--- src/rtl/mult_sequencer.sv ---
// Iterative radix-2 shift-add multiplier owning the HI/LO product registers.
// Runs a fixed WIDTH-iteration loop on operand magnitudes, then sign-corrects into HI/LO.
module mult_sequencer #(
  parameter int WIDTH = 32
) (
  input  logic             clk,
  input  logic             reset,
  input  logic             multstartE,
  input  logic             multsgnE,
  input  logic [WIDTH-1:0] srcaE,
  input  logic [WIDTH-1:0] srcbE,
  input  logic             hilouseD,
  output logic [WIDTH-1:0] hi,
  output logic [WIDTH-1:0] lo,
  output logic             busy,
  output logic             done,
  output logic             multstallD
);

  localparam int CNT_W = (WIDTH > 1) ? $clog2(WIDTH) : 1;
  localparam logic [CNT_W-1:0] LAST = CNT_W'(WIDTH - 1);

  typedef enum logic [1:0] {IDLE, RUN, FIX} state_t;

  state_t                 state, state_nxt;
  logic [CNT_W-1:0]       count;
  logic                   neg;
  logic [WIDTH-1:0]       mcand;
  logic [WIDTH-1:0]       mplier;
  logic [2*WIDTH-1:0]     acc;
  logic [WIDTH:0]         sum;
  logic [2*WIDTH-1:0]     result;

  // -2^(WIDTH-1) maps onto 2^(WIDTH-1), which is representable unsigned.
  function automatic logic [WIDTH-1:0] magnitude(input logic signed [WIDTH-1:0] v,
                                                 input logic sgn);
    logic signed [WIDTH-1:0] nv;
    nv = -v;
    if (sgn && v[WIDTH-1]) return $unsigned(nv);
    return $unsigned(v);
  endfunction

  function automatic logic [2*WIDTH-1:0] apply_sign(input logic [2*WIDTH-1:0] p,
                                                    input logic n);
    logic signed [2*WIDTH-1:0] sp;
    sp = $signed(p);
    if (n) return $unsigned(-sp);
    return p;
  endfunction

  always_comb begin
    sum    = {1'b0, acc[2*WIDTH-1:WIDTH]} + (mplier[0] ? {1'b0, mcand} : '0);
    result = apply_sign(acc, neg);
  end

  always_comb begin
    state_nxt = state;
    unique case (state)
      IDLE: if (multstartE) state_nxt = RUN;
      RUN:  if (count == LAST) state_nxt = FIX;
      FIX:  state_nxt = IDLE;
      default: state_nxt = IDLE;
    endcase
  end

  assign busy       = (state != IDLE);
  assign multstallD = hilouseD & (busy | multstartE);

  always_ff @(posedge clk) begin
    if (reset) state <= IDLE;
    else       state <= state_nxt;
  end

  // Control and architectural registers; in-flight work is dropped on reset.
  always_ff @(posedge clk) begin
    if (reset) begin
      count <= '0;
      neg   <= 1'b0;
      done  <= 1'b0;
      hi    <= '0;
      lo    <= '0;
    end else begin
      done <= (state == FIX);
      unique case (state)
        IDLE: if (multstartE) begin
          count <= '0;
          neg   <= multsgnE & (srcaE[WIDTH-1] ^ srcbE[WIDTH-1]);
        end
        RUN: count <= count + CNT_W'(1);
        FIX: {hi, lo} <= result;
        default: ;
      endcase
    end
  end

  // Datapath: carry out of the WIDTH+1 bit adder shifts into the accumulator MSB.
  always_ff @(posedge clk) begin
    unique case (state)
      IDLE: if (multstartE && !reset) begin
        mcand  <= magnitude($signed(srcaE), multsgnE);
        mplier <= magnitude($signed(srcbE), multsgnE);
        acc    <= '0;
      end
      RUN: begin
        acc    <= {sum, acc[WIDTH-1:1]};
        mplier <= mplier >> 1;
      end
      default: ;
    endcase
  end

endmodule

--- config.mk ---
export PLATFORM = sky130hd
export DESIGN_NAME = mult_sequencer
export DESIGN_NICKNAME = d
export VERILOG_FILES = /design/src/rtl/mult_sequencer.sv
export SDC_FILE = /design/constraint.sdc
export NUM_CORES = 1
export LEC_CHECK = 0
export ABC_AREA = 1
export CAP_MARGIN = 10
export CORE_ASPECT_RATIO = 1.75
export CORE_MARGIN = 5
export CORE_UTILIZATION = 35
export CTS_CLUSTER_SIZE = 12
export DETAILED_ROUTE_END_ITERATION = 7
export PLACE_DENSITY_LB_ADDON = 0.2
export SYNTH_ARGS = -nofsm -noshare
export SYNTH_HDL_FRONTEND = slang
export SYNTH_SLANG_ARGS = --single-unit
--- constraint.sdc ---
create_clock -name clk -period 9.95 [get_ports clk]
set_clock_uncertainty 0.05 [all_clocks]
set_input_delay 1.99 -clock clk [delete_from_list [all_inputs] [get_ports clk]]
set_output_delay 1.99 -clock clk [all_outputs]
set_load 0.01 [all_outputs]
==> run summary <==
Final setup viols -> 0
most frequent cells in the layout -> nand2_1, nor2_1, inv_1, nand3_1, clkdlybuf4s50_1
CP Class -> input pin to primary output
Yosys top cell area share -> 0.281
hold buffer count at CTS -> 0
initial antenna violation count -> 0
TNS Setup -> 0 ps
yosys warns -> 0
Worst R2R Path Depth -> 6
iteration-0 DRC count of the detailed router -> 670
Tcrit/Tclk final -> 0.529
number of CTS-inserted buffers -> 22
synthesized area -> 0.0137 mm2
worst-margin pin slew -> 1080 ps
Slew Limit Fails -> 0
Row Count -> 96
largest family of logic cells by synthesized area -> simple AND/OR/NAND/NOR gates
Setup crit end kind -> primary output
Seq cells post-synth -> 201
largest net degree at the start of global routing -> 83
RSZ-0062 raised after global routing -> false
Synth Net Count -> 2098
clock buffer depth -> 3
multiplexer share of the synthesized area -> 0
Area growth syn-to-layout -> 18.1%
Top FF cell, synth -> edfxtp_1
H-tree lvl count -> 1
ys async rst share -> 0
Vias -> 12900
Syn Area/Cell -> 6.87 um2
LEAKAGE -> 7.19 nW
Clock Latency Late Sink -> 530 ps
Post-Synthesis Cells -> 1991
min-delay worst type -> flip-flop to flip-flop
commonest non-fill, non-tap cell in the layout -> nand2_1
Worst Setup EP -> multstallD
Reg2Reg Setup Slack -> 6770 ps
maximum VDD drop -> 0.0750 mV
Synth Area in XOR/XNOR -> 0.0371
placed wire-length estimate -> 32800 um
# clock sinks -> 201
DRT Wirelength -> 42100 um
R2R Path End -> acc[23]
CTS tree -> built
max-cap viol count -> 0
I/O Pins -> 136
number of flops mapped to enable cells by yosys -> 128
Post-CTS Setup Bufs -> 0
# DRC -> 0
CP max FO -> 2
Fmax -> 190 MHz
overflow left after global routing -> 0
1st-pass router iterations -> 5
GRT Total Usage -> 0.188
outcome -> finished clean
Synth Area in Adders -> 0.0353
post-synthesis compound-gate area fraction -> 0.109
Core ar. -> 0.0389 mm2
CTS clk-pin slew, worst paths -> 60 ps
post-layout net count -> 2215
Final ANT Viol Nets -> 0
leading area contributor after synthesis -> edfxtp_1
gp weighted congestion -> 0.894
die width -> 159 um
Initial Util -> 0.352
sequential element share of the synthesized area -> 0.388
first-pass GRT wire length -> 66400 um
leading post-synthesis cells by cell area -> edfxtp_1, nand2_1, dfxtp_1
Die Footprint -> 0.0433 mm2
wire per inst -> 16.1 um
CP Launch Type -> input pin
worst relative slew slack -> 0.275
synth unique cells -> 48
fraction of layout cells with a size suffix above 1 -> 0.0457
vias in the first global route -> 13000
simple-gate area share of the yosys netlist -> 0.335
Die Span Y -> 272 um
I/O Buffers -> 135
r2r startpoint -> state[1]
clock root buffer -> clkbuf_16
minimum clock period -> 5260 ps
P per Cell Area -> 143 mW/mm2
final hold violations -> 0
Tot Pwr -> 2.31 mW
vias per cell -> 4.94
CP startpoint -> multstartE
Critical Path RT -> 7910 ps
post-CTS resize count -> 0
Worst EP arrival -> 3220 ps
Inserted Diodes -> 0
-- cell type report --
class | count | area [um2]
Clock buffer | 36 | 669
Clock inverter | 4 | 21.3
Fill cell | 4153 | 22800
Inverter | 280 | 1050
Multi-Input combinational cell | 1460 | 7100
Sequential cell | 201 | 5310
Tap cell | 490 | 613
Timing Repair Buffer | 143 | 1410
-- critical path, cell delays in order --
cell and delay, ps:
clkdlybuf4s50_1 460, inv_1 50, a21boi_0 160, clkdlybuf4s50_1 570
-- cell usage after synthesis (all sizes together) (4+ instances only) --
cell type	n
nand2	530
nor2	363
inv	279
nand3	143
o21ai	141
edfxtp	128
a21oi	109
dfxtp	73
xor2	53
ha	37
clkbuf	32
nor3	21
buf	17
nand4	16
nand3b	10
o211ai	7
xnor2	5
o21bai	4
-- state kept, by name, indices dropped and copies added, names as in the netlist --
name / flops
mplier: 32
done: 1
neg: 1
state: 2
count: 5
hi: 32
lo: 32
acc: 64
mcand: 32
-- kinds of logic (layout without fill, tap and decap cells) --
family	count (synthesis)	in the layout
AOI/OAI and AO/OA	275	275
and+or+nand+nor	1089	1089
adders and majority gates	38	38
buffers and inverters	330	463
DFF	201	201
xor gates and xnor gates	58	58
-- through the flow --
step,util,hold slack (ps),cells,instance area (um2),setup slack (ps)
2_1_floorplan,-,395,1991,13700,77.5
3_3_place_gp,0.398,404,2574,15500,4680
3_5_place_dp,0.398,412,2574,15500,4690
4_1_cts,0.415,422,2614,16200,4690
5_1_grt,0.415,446,2614,16200,4670
6_report,0.415,421,2614,16200,4690
-- how the worst min path moves through the flow --
stage	endpoint	depth (start not counted)	from
after floorplan	count[4]	2	count[4]
after global placement	count[4]	2	count[4]
after detailed placement	count[4]	2	count[4]
after CTS	count[4]	2	count[4]
after global routing	count[4]	2	count[4]
final	count[4]	2	count[4]
-- power breakdown --
part | internal [mW] | total, mW | switching, mW | leakage [nW]
sequential | 0.958 | 1.00 | 0.0458 | 1.84
combinational | 0.158 | 0.486 | 0.329 | 5.01
clock | 0.460 | 0.815 | 0.355 | 0.342
total | 1.58 | 2.31 | 0.729 | 7.19
-- per-layer routing --
metal / vias up / GRT usage / part of all wire
met1: 5835 / 0.190 / 0.36
met5: - / 0 / 0
met2: 303 / 0.365 / 0.54
li1: 6641 / - / -
met4: 0 / 0.118 / 0.069
met3: 126 / 0.0164 / 0.033
Note: power is estimated with default switching activity, not from simulation.
